## config.mk

```make
export PLATFORM = sky130hd
export DESIGN_NAME = mem_wb_stage
export DESIGN_NICKNAME = d
export VERILOG_FILES = /design/src/rtl/mem_wb_stage.sv
export SDC_FILE = /design/constraint.sdc
export NUM_CORES = 1
export LEC_CHECK = 0
export CORE_MARGIN = 4
export CORE_UTILIZATION = 46
export CTS_BUF_LIST = sky130_fd_sc_hd__clkbuf_4 sky130_fd_sc_hd__clkbuf_8
export CTS_CLUSTER_DIAMETER = 100
export DETAILED_ROUTE_END_ITERATION = 8
export GPL_TIMING_DRIVEN = 0
export PLACE_DENSITY = 0.82
export SLEW_MARGIN = 20
export SYNTH_ARGS = -nofsm -noshare
export SYNTH_HDL_FRONTEND = slang
export SYNTH_SLANG_ARGS = --single-unit
```

## constraint.sdc

```tcl
create_clock -name clk -period 5.1 [get_ports clk]
set_input_delay 1.275 -clock clk [delete_from_list [all_inputs] [get_ports clk]]
set_output_delay 1.275 -clock clk [all_outputs]
set_load 0.05 [all_outputs]
```

## src/rtl/mem_wb_stage.sv

```systemverilog
// Memory-access stage and MEM/WB pipeline register. It issues loads and stores on a req/ack
// data port, stalls upstream while an access is outstanding and drives the writeback triple.
module mem_wb_stage #(
  parameter int unsigned REG_SIZE     = 32,
  parameter int unsigned REG_NUM_SIZE = 5,
  parameter int unsigned TIMEOUT      = 16
) (
  input  logic                    clk,
  input  logic                    rst,
  input  logic                    IN_VALID,
  input  logic [REG_SIZE-1:0]     ALU_RES,
  input  logic [REG_SIZE-1:0]     D2,
  input  logic                    MEM_WE,
  input  logic                    MEM_TO_REG,
  input  logic                    DE_WE,
  input  logic [REG_NUM_SIZE-1:0] RD,
  input  logic [2:0]              FUNCT3,
  output logic                    STALL,
  output logic                    DMEM_REQ,
  output logic                    DMEM_WE,
  output logic [REG_SIZE-1:0]     DMEM_ADDR,
  output logic [REG_SIZE-1:0]     DMEM_WDATA,
  output logic [3:0]              DMEM_BE,
  input  logic [REG_SIZE-1:0]     DMEM_RDATA,
  input  logic                    DMEM_ACK,
  output logic [REG_NUM_SIZE-1:0] WB_A,
  output logic [REG_SIZE-1:0]     WB_D,
  output logic                    WB_WE,
  output logic                    ERR
);

  localparam int unsigned TmoW = $clog2(TIMEOUT);

  typedef enum logic [0:0] {StIdle, StBusy} state_e;

  state_e                  state_q;
  logic                    dmem_req_q, dmem_we_q, wb_we_q, err_q, de_we_q;
  logic [REG_SIZE-1:0]     dmem_addr_q, dmem_wdata_q, wb_d_q;
  logic [3:0]              dmem_be_q;
  logic [REG_NUM_SIZE-1:0] wb_a_q, rd_q;
  logic [2:0]              funct3_q;
  logic [1:0]              off_q;
  logic [TmoW-1:0]         tmo_q;

  logic                is_mem, legal, aligned, issue, err_set;
  logic [REG_SIZE-1:0] wdata_v, load_v, rsh;
  logic [3:0]          be_v;
  logic [7:0]          byte_v;
  logic [15:0]         half_v;

  // Access decode for the incoming bundle; a store flag takes priority over a load flag.
  always_comb begin
    is_mem = MEM_WE | MEM_TO_REG;
    if (MEM_WE) legal = FUNCT3 inside {3'b000, 3'b001, 3'b010};
    else        legal = FUNCT3 inside {3'b000, 3'b001, 3'b010, 3'b100, 3'b101};
    case (FUNCT3[1:0])
      2'b10:   aligned = (ALU_RES[1:0] == 2'b00);
      2'b01:   aligned = !ALU_RES[0];
      default: aligned = 1'b1;
    endcase
    issue   = legal && aligned;
    err_set = !issue || (MEM_WE && MEM_TO_REG);
    be_v    = 4'b1111;
    wdata_v = D2;
    if (MEM_WE) begin
      case (FUNCT3[1:0])
        2'b00: begin
          wdata_v = {(REG_SIZE/8){D2[7:0]}};
          be_v    = 4'b0001 << ALU_RES[1:0];
        end
        2'b01: begin
          wdata_v = {(REG_SIZE/16){D2[15:0]}};
          be_v    = ALU_RES[1] ? 4'b1100 : 4'b0011;
        end
        default: ;
      endcase
    end
  end

  // Lane extraction for the returning load word.
  always_comb begin
    rsh    = DMEM_RDATA >> {off_q, 3'b000};
    byte_v = rsh[7:0];
    half_v = off_q[1] ? DMEM_RDATA[31:16] : DMEM_RDATA[15:0];
    case (funct3_q)
      3'b000:  load_v = {{(REG_SIZE-8){byte_v[7]}}, byte_v};
      3'b100:  load_v = {{(REG_SIZE-8){1'b0}}, byte_v};
      3'b001:  load_v = {{(REG_SIZE-16){half_v[15]}}, half_v};
      3'b101:  load_v = {{(REG_SIZE-16){1'b0}}, half_v};
      default: load_v = DMEM_RDATA;
    endcase
  end

  always_ff @(posedge clk or posedge rst) begin
    if (rst) begin
      state_q      <= StIdle;
      dmem_req_q   <= 1'b0;
      dmem_we_q    <= 1'b0;
      dmem_addr_q  <= '0;
      dmem_wdata_q <= '0;
      dmem_be_q    <= '0;
      wb_a_q       <= '0;
      wb_d_q       <= '0;
      wb_we_q      <= 1'b0;
      err_q        <= 1'b0;
      rd_q         <= '0;
      de_we_q      <= 1'b0;
      funct3_q     <= '0;
      off_q        <= '0;
      tmo_q        <= '0;
    end else begin
      wb_we_q <= 1'b0;
      unique case (state_q)
        StIdle: begin
          if (IN_VALID && !is_mem) begin
            wb_a_q  <= RD;
            wb_d_q  <= ALU_RES;
            wb_we_q <= DE_WE && (RD != '0);
          end else if (IN_VALID) begin
            if (err_set) err_q <= 1'b1;
            if (issue) begin
              state_q      <= StBusy;
              dmem_req_q   <= 1'b1;
              dmem_we_q    <= MEM_WE;
              dmem_addr_q  <= {ALU_RES[REG_SIZE-1:2], 2'b00};
              dmem_wdata_q <= wdata_v;
              dmem_be_q    <= be_v;
              rd_q         <= RD;
              de_we_q      <= DE_WE;
              funct3_q     <= FUNCT3;
              off_q        <= ALU_RES[1:0];
              tmo_q        <= '0;
            end
          end
        end
        StBusy: begin
          // An ACK arriving in the expiry cycle still completes the access.
          if (DMEM_ACK) begin
            state_q    <= StIdle;
            dmem_req_q <= 1'b0;
            if (!dmem_we_q) begin
              wb_a_q  <= rd_q;
              wb_d_q  <= load_v;
              wb_we_q <= de_we_q && (rd_q != '0);
            end
          end else if (tmo_q == TmoW'(TIMEOUT - 1)) begin
            state_q    <= StIdle;
            dmem_req_q <= 1'b0;
            err_q      <= 1'b1;
          end else begin
            tmo_q <= tmo_q + TmoW'(1);
          end
        end
        default: state_q <= StIdle;
      endcase
    end
  end

  assign STALL      = (state_q == StBusy);
  assign DMEM_REQ   = dmem_req_q;
  assign DMEM_WE    = dmem_we_q;
  assign DMEM_ADDR  = dmem_addr_q;
  assign DMEM_WDATA = dmem_wdata_q;
  assign DMEM_BE    = dmem_be_q;
  assign WB_A       = wb_a_q;
  assign WB_D       = wb_d_q;
  assign WB_WE      = wb_we_q;
  assign ERR        = err_q;

endmodule

```

==> results of run 1 <==
-- worst paths after layout --
kind	from	to
max	FUNCT3[1]	DMEM_WDATA[19]
min	WB_A[0]	WB_A[0]
max reg2reg	off_q[1]	WB_D[20]
min reg2reg	WB_A[0]	WB_A[0]
max in group asynchronous	rst	WB_D[4]
min in group asynchronous	rst	DMEM_WDATA[25]
-- cells in the mapped netlist, types with 2 or more instances --
library cell  instances  area share
a21oi_1              53       0.044
a22o_1                3      0.0043
a22oi_1              11       0.014
a2bb2oi_1             5      0.0072
buf_1                 6      0.0037
buf_2                 2      0.0017
buf_4                 2      0.0025
buf_6                 5      0.0093
clkbuf_1             28       0.017
dfrtp_1             123        0.51
ha_1                  4      0.0083
inv_1                10      0.0062
mux2_2               15       0.028
mux2_4               35       0.087
mux2i_1              12       0.020
nand2_1              87       0.054
nand2b_1             11       0.011
nand3_1               8      0.0066
nor2_1               19       0.012
nor2b_1              13       0.013
nor3_1                3      0.0025
nor3b_1               8      0.0099
o211ai_1              6      0.0074
o21a_1                2      0.0025
o21ai_0              65       0.054
o21bai_1              2      0.0025
o221ai_1              3      0.0043
o22ai_1              14       0.014
o2bb2ai_1            16       0.023
or2_2                 2      0.0021
or3_1                 3      0.0031
or4_1                 2      0.0025
-- tightest hold or removal path: stages (launching register included) --
cell,delay (ps)
dfrtp_1,340
nand2_1,50
o21ai_0,60
-- cells by family after synthesis --
kind of cell	after synthesis	synth area share
compound gates	189	0.189
fa+ha+maj	4	0.00826
buf+inv	54	0.0413
flops	123	0.508
mux	62	0.134
other cells	1	0.000619
simple gates	157	0.118
-- power by group through the flow --
| stage | registers (mW) | logic (mW) | clock network [mW] |
|---|---|---|---|
| 3_5_place_dp | 1.52 | 2.45 | 0 |
| 4_1_cts | 1.51 | 2.46 | 0.916 |
| 2_1_floorplan | 2.48 | 0.595 | 0 |
| 5_1_grt | 1.55 | 2.58 | 0.960 |
| 6_report | 1.51 | 2.46 | 0.905 |
| 3_3_place_gp | 1.50 | 2.41 | 0 |
-- flip-flops by register name, indices dropped and copies added (netlist names) --
| register | count |
|---|---|
| DMEM_BE | 4 |
| DMEM_ADDR | 30 |
| rd_q | 5 |
| ERR | 1 |
| DMEM_WE | 1 |
| de_we_q | 1 |
| tmo_q | 4 |
| STALL | 1 |
| DMEM_WDATA | 32 |
| funct3_q | 3 |
| WB_D | 32 |
| DMEM_REQ | 1 |
| off_q | 2 |
| WB_A | 5 |
| WB_WE | 1 |
-- through the flow --
step	setup WS, ps	hold slack (ps)	TNS, ps	instances
finish	1090	482	0	1014
global route	932	513	0	1014
detailed placement	717	471	0	982
floorplan	554	468	0	591
global placement	-1100	460	-134920	981
CTS	1200	486	0	1014
-- routing by layer --
metal,global-route usage,wire (um),vias up
li1,-,-,2587
met1,0.341,8000,2751
met2,0.474,10100,373
met3,0.0783,2160,51
met4,0.106,529,0
met5,0,0,-
-- placed cells by master, fill, tap and decap left out, types with 2 or more instances in the layout --
| cell type | instances |
|---|---|
| mux2i_1 | 12 |
| o221ai_1 | 3 |
| a2bb2oi_1 | 5 |
| nor3_1 | 3 |
| or2_2 | 2 |
| o21a_1 | 2 |
| nand2_1 | 87 |
| a22oi_1 | 11 |
| nor2b_1 | 13 |
| mux2_4 | 35 |
| nand3_1 | 8 |
| a21oi_1 | 53 |
| nand2b_1 | 11 |
| bufinv_16 | 3 |
| mux2_2 | 15 |
| conb_1 | 2 |
| nor3b_1 | 8 |
| o22ai_1 | 14 |
| buf_1 | 6 |
| clkbuf_1 | 28 |
| o211ai_1 | 6 |
| or4_1 | 2 |
| ha_1 | 4 |
| clkbuf_4 | 5 |
| clkinv_2 | 6 |
| or3_1 | 3 |
| o21bai_1 | 2 |
| nor2_1 | 19 |
| clkdlybuf4s50_1 | 218 |
| o21ai_0 | 65 |
| dfrtp_1 | 123 |
| a22o_1 | 3 |
| inv_1 | 9 |
| buf_6 | 5 |
| buf_4 | 2 |
| buf_2 | 2 |
| clkbuf_8 | 18 |
| o2bb2ai_1 | 16 |
-- layout make-up --
type / count / area [um2]
Fill cell: 963 / 3870
Multi-Input combinational cell: 414 / 2740
Sequential cell: 123 / 3080
Buffer: 43 / 209
Timing Repair Buffer: 219 / 2210
Inverter: 11 / 46.3
Clock buffer: 23 / 285
Clock inverter: 9 / 120
Tap cell: 172 / 215
==> results by group, run 1 <==
Placed design
  • Final Wtd Congestion: ~0.98
  • DP Wirelength: between 15000 and 20000 um
  • PortBufs: roughly 220
  • Cell Area, Placed: between 0.008 and 0.009 mm2

Pwr
  • Sw power: 2.17 mW
  • Sequential Power Share: 0.310
  • Internal: 2.71 mW
  • Clock power frac: 0.186
  • Switching share of power: 0.444
  • Peak supply drop: roughly 310 uV
  • Pwr Total: around 5 mW
  • Gate power share: 0.504
  • PD cells: 548 mW/mm2
  • Leak pwr: roughly 3.8 nW

Logic synthesis
  • Post-synth EDFFs: 0
  • Most common flop cell mapped by yosys: dfrtp_1
  • Mean post-synth cell area: roughly 10 um2
  • Post-Syn Area: a little over 0.006 mm2
  • Synth unique cells: 44
  • Mapped Cells: 590
  • Sequential share of the synthesized area: 0.508
  • Yosys warnings: 0
  • Asr flop ratio synth: 1.00
  • FF+latch count, synth: approximately 120

CTS
  • Clock root cell: clkbuf_8
  • Post-CTS Resized: 0
  • CTS tree: done
  • CTS buffer count: 17
  • H-tree depth: 4
  • Clk slew on worst S/H paths: roughly 70 ps
  • Postcts setup bufs: 0
  • Latest clock arrival within the worst-skew pair: 460 ps
  • Bufs on Longest Clock Path: 2
  • Hold-fix buffers, CTS: 0
  • Clock sinks: roughly 120

Cells and area
  • Antenna cells: 0
  • Fin util: 0.697
  • Share of cells above drive strength 1: 0.114
  • # nets final: between 900 and 1000
  • Post-route cell area: a little under 0.009 mm2
  • Area Growth Syn to Fin: 46.8%

Global route
  • Vias in the first global route: approximately 6000
  • Total gr overflow: 0
  • Total track usage: 0.280
  • First-pass GRT wire length: approximately 32000 um
  • Initial antenna violation count: 0
  • Largest net degree at the start of global routing: 83

STA
  • RSZ-0062 raised after global routing: false
  • Fin. Hold Viols: 0
  • Max_slew headroom: 0.474
  • Final Slew Violations: 0
  • Final Critical Period: 4010 ps
  • Period utilisation layout: 0.786
  • Least-Margin Pin Slew: 783 ps
  • Worst clock skew: approximately 15 ps
  • Final setup violation count: 0
  • Max Freq: approximately 250 MHz

Detailed routing
  • 1st-pass router iterations: 5
  • Routed via count: roughly 5800
  • Via density: around 5.7
  • DR iter-0 viols: 470
  • Routed wire length: 20800 um
  • DRC errors left: 0
  • Wirelength per Cell: about 21 um
  • DRT antenna net count: 0

Hold path
  • Hold crit path type: reg -> reg
  • Hold Crit Depth: 2

Critical path
  • Setup crit end kind: register
  • Slowest-stage cell, CP: o21ai_1
  • Worst setup SP type: input pin
  • CP Max Fanout: 10
  • Critical path depth: 10
  • Family with the most delay on the worst path: buffers and inverters
  • Crit Path Category: in -> reg
  • Critical path cell sequence: clkdlybuf4s50_1 -> clkbuf_1 -> inv_1 -> ha_1 -> clkbuf_1 -> o21ai_1 -> clkbuf_1 -> nor3b_1 -> a21oi_1 -> o21ai_0
  • Bufs and invs on worst path: 5
  • Cell mode on critical path: clkbuf_1
  • Worst endpoint required time: ~5400 ps
  • Data arrival, critical path: 4330 ps
  • CP max stage delay: slightly below 700 ps
  • Worst Reg-to-Reg Cells: 7
  • Worst reg2reg setup slack: between 2000 and 3000 ps

Die
  • Die extent in y: 123 um
  • Site Rows: 41
  • Die area: about 0.015 mm2
  • Initial Util: 0.475
  • Die Wd: around 120 um
  • I/O pins: around 220
  • Core area: ~0.013 mm2

Outcome
  • Status: completed

Flow run
  • Max_cap viols: 0
Power figures use the tool's default switching activity.
==> run 2: changes to the inputs <==
clock period = 4 ns   (was 5.1 ns; I/O delays follow)
==> results by group, run 2 (synthesis results as in run 1) <==
Die
  • Initial Util: 0.475 (unchanged)
  • Die Wd: 123 um (unchanged)
  • I/O pins: 221 (unchanged)
  • Site Rows: 41 (unchanged)
  • Die extent in y: 123 um (unchanged)
  • Core area: 0.0128 mm2 (unchanged)
  • Die area: 0.0151 mm2 (unchanged)

Pwr
  • Internal: 3.44 mW (+27%)
  • Sequential Power Share: 0.311 (about the same)
  • Leak pwr: 3.82 nW (+0.17%)
  • Sw power: 2.75 mW (+27%)
  • Peak supply drop: 360 uV (+16%)
  • Clock power frac: 0.182 (-0.004)
  • Gate power share: 0.507 (+0.003)
  • Switching share of power: 0.444 (-0.000486)
  • PD cells: 693 mW/mm2 (+26%)

Cells and area
  • Area Growth Syn to Fin: 47.4%
  • # nets final: 946 (+0.21%)
  • Share of cells above drive strength 1: 0.116 (+0.00210)
  • Most common cell after layout, fill and taps aside: clkdlybuf4s50_1
  • Antenna cells: 0 (unchanged)
  • Most frequent cells in the layout: clkdlybuf4s50_1 (218), dfrtp_1 (123), nand2_1 (87)

Critical path
  • Worst setup SP type: input pin
  • CP Max Fanout: 10 (unchanged)
  • Setup crit end kind: register
  • Crit Path Category: in -> reg
  • Data arrival, critical path: 4040 ps (-290 ps)
  • Worst endpoint required time: 4320 ps (-1100 ps)

Global route
  • Total track usage: 0.279 (-0.00159)
  • Initial antenna violation count: 0 (unchanged)
  • Total gr overflow: 0 (unchanged)
  • First-pass GRT wire length: 32100 um (about the same)
  • Vias in the first global route: 5926 (+0.49%)
  • Largest net degree at the start of global routing: 35 (-58%)

STA
  • Setup ws final: 275 ps (-816 ps)
  • Least-Margin Pin Slew: 763 ps (-20.4 ps)
  • Max_slew headroom: 0.488 (+0.0137)
  • Final Critical Period: about 3700 ps
  • Worst clock skew: 9.68 ps (-5.64 ps)
  • Final setup violation count: 0 (unchanged)
  • Period utilisation layout: 0.931
  • Max Freq: between 200 and 300 MHz
  • Fin. Hold Viols: 0 (unchanged)
  • Final Slew Violations: 0 (unchanged)
  • Hold slack: 481 ps (-0.840 ps)
  • RSZ-0062 raised after global routing: false

CTS
  • Hold-fix buffers, CTS: 0 (unchanged)
  • Clock sinks: 123 (unchanged)
  • CTS tree: done
  • Latest clock arrival within the worst-skew pair: 450 ps (about the same)
  • CTS buffer count: 17 (unchanged)
  • Clk slew on worst S/H paths: 80 ps (about the same)
  • Postcts setup bufs: 0 (unchanged)
  • Bufs on Longest Clock Path: 2 (unchanged)
  • Post-CTS Resized: 0 (unchanged)
  • H-tree depth: 4 (unchanged)
  • Clock root cell: clkbuf_8

Placed design
  • PortBufs: 218 (unchanged)
  • DP Wirelength: 16000 um (+0.62%)
  • Pre-CTS WS: -56.6 ps (-774 ps)
  • Final Wtd Congestion: 0.966 (-1.8%)

Detailed routing
  • Wirelength per Cell: 20.4 um (-0.75%)
  • Routed wire length: 20700 um (-0.56%)
  • DR iter-0 viols: 536 (+14%)
  • Via density: 5.72 (+0.63%)
  • Routed via count: 5810 (+0.83%)
  • DRC errors left: 0 (unchanged)
  • 1st-pass router iterations: 5 (unchanged)
  • DRT antenna net count: 0 (unchanged)

Flow run
  • Max_cap viols: 0 (unchanged)

Hold path
  • Hold crit path type: reg -> reg

Outcome
  • Status: completed
-- run 2: changes by cell type in the layout (fill, tap and decap cells not counted), sizes merged --
| cell | delta |
|---|---|
| clkinv | -2 |
| inv | -1 |
| bufinv | -1 |
| clkbuf | +2 |
| buf | +2 |
| clkinvlp | +2 |
-- run 2: layout make-up --
cell class              instances  area [um2]
fillers                       943        3840
inverters                      11        45.0
flip-flops and latches        123        3080
clock inverters                 7        87.6
multi-input cells             414        2740
plain buffers                  43         209
well taps                     172         215
clock buffers                  25         319
repair buffers                221        2240
-- run 2: worst paths after layout --
path,endpoint,slack [ps],start,depth (start not counted)
hold reg to reg,WB_D[1],480,WB_D[1],2
hold / removal,WB_D[1],480,WB_D[1],2
min in group asynchronous,DMEM_WDATA[27],1020,rst,2
setup reg to reg,WB_D[19],1480,off_q[1],7
setup / recovery,DMEM_WDATA[20],270,FUNCT3[1],10
max in group asynchronous,rd_q[3],2370,rst,3
-- run 2: critical path, stage by stage --
cell and delay, ps:
clkdlybuf4s50_1 480, clkbuf_1 410, inv_1 190, ha_1 240, clkbuf_1 250, o21ai_1 670
clkbuf_1 470, nor3b_1 110, a21oi_1 130, o21ai_0 80
-- run 2: metal layers --
layer | vias to the layer above | routed length (um) | GRT usage
met3 | 50 | 2370 | 0.0820
met2 | 366 | 9860 | 0.464
met4 | 0 | 604 | 0.109
met1 | 2812 | 7880 | 0.341
met5 | - | 0 | 0
li1 | 2582 | - | -
-- run 2: stage by stage --
step / cells / cell area (um2) / utilization / power, mW / TNS, ps
2_1_floorplan: 591 / 6070 / - / 3.92 / 0
3_3_place_gp: 981 / 8470 / 0.663 / 4.99 / 0
3_5_place_dp: 984 / 8530 / 0.668 / 5.07 / -366
4_1_cts: 1016 / 8930 / 0.699 / 6.21 / 0
5_1_grt: 1016 / 8930 / 0.699 / 6.47 / 0
6_report: 1016 / 8930 / 0.699 / 6.19 / 0
-- run 2: power groups by stage --
stage          clock network, mW  logic (mW)  registers (mW)
4_1_cts                     1.14        3.14            1.92
5_1_grt                     1.20        3.29            1.97
2_1_floorplan                  0       0.759            3.16
3_5_place_dp                   0        3.13            1.94
6_report                    1.13        3.14            1.92
3_3_place_gp                   0        3.08            1.91
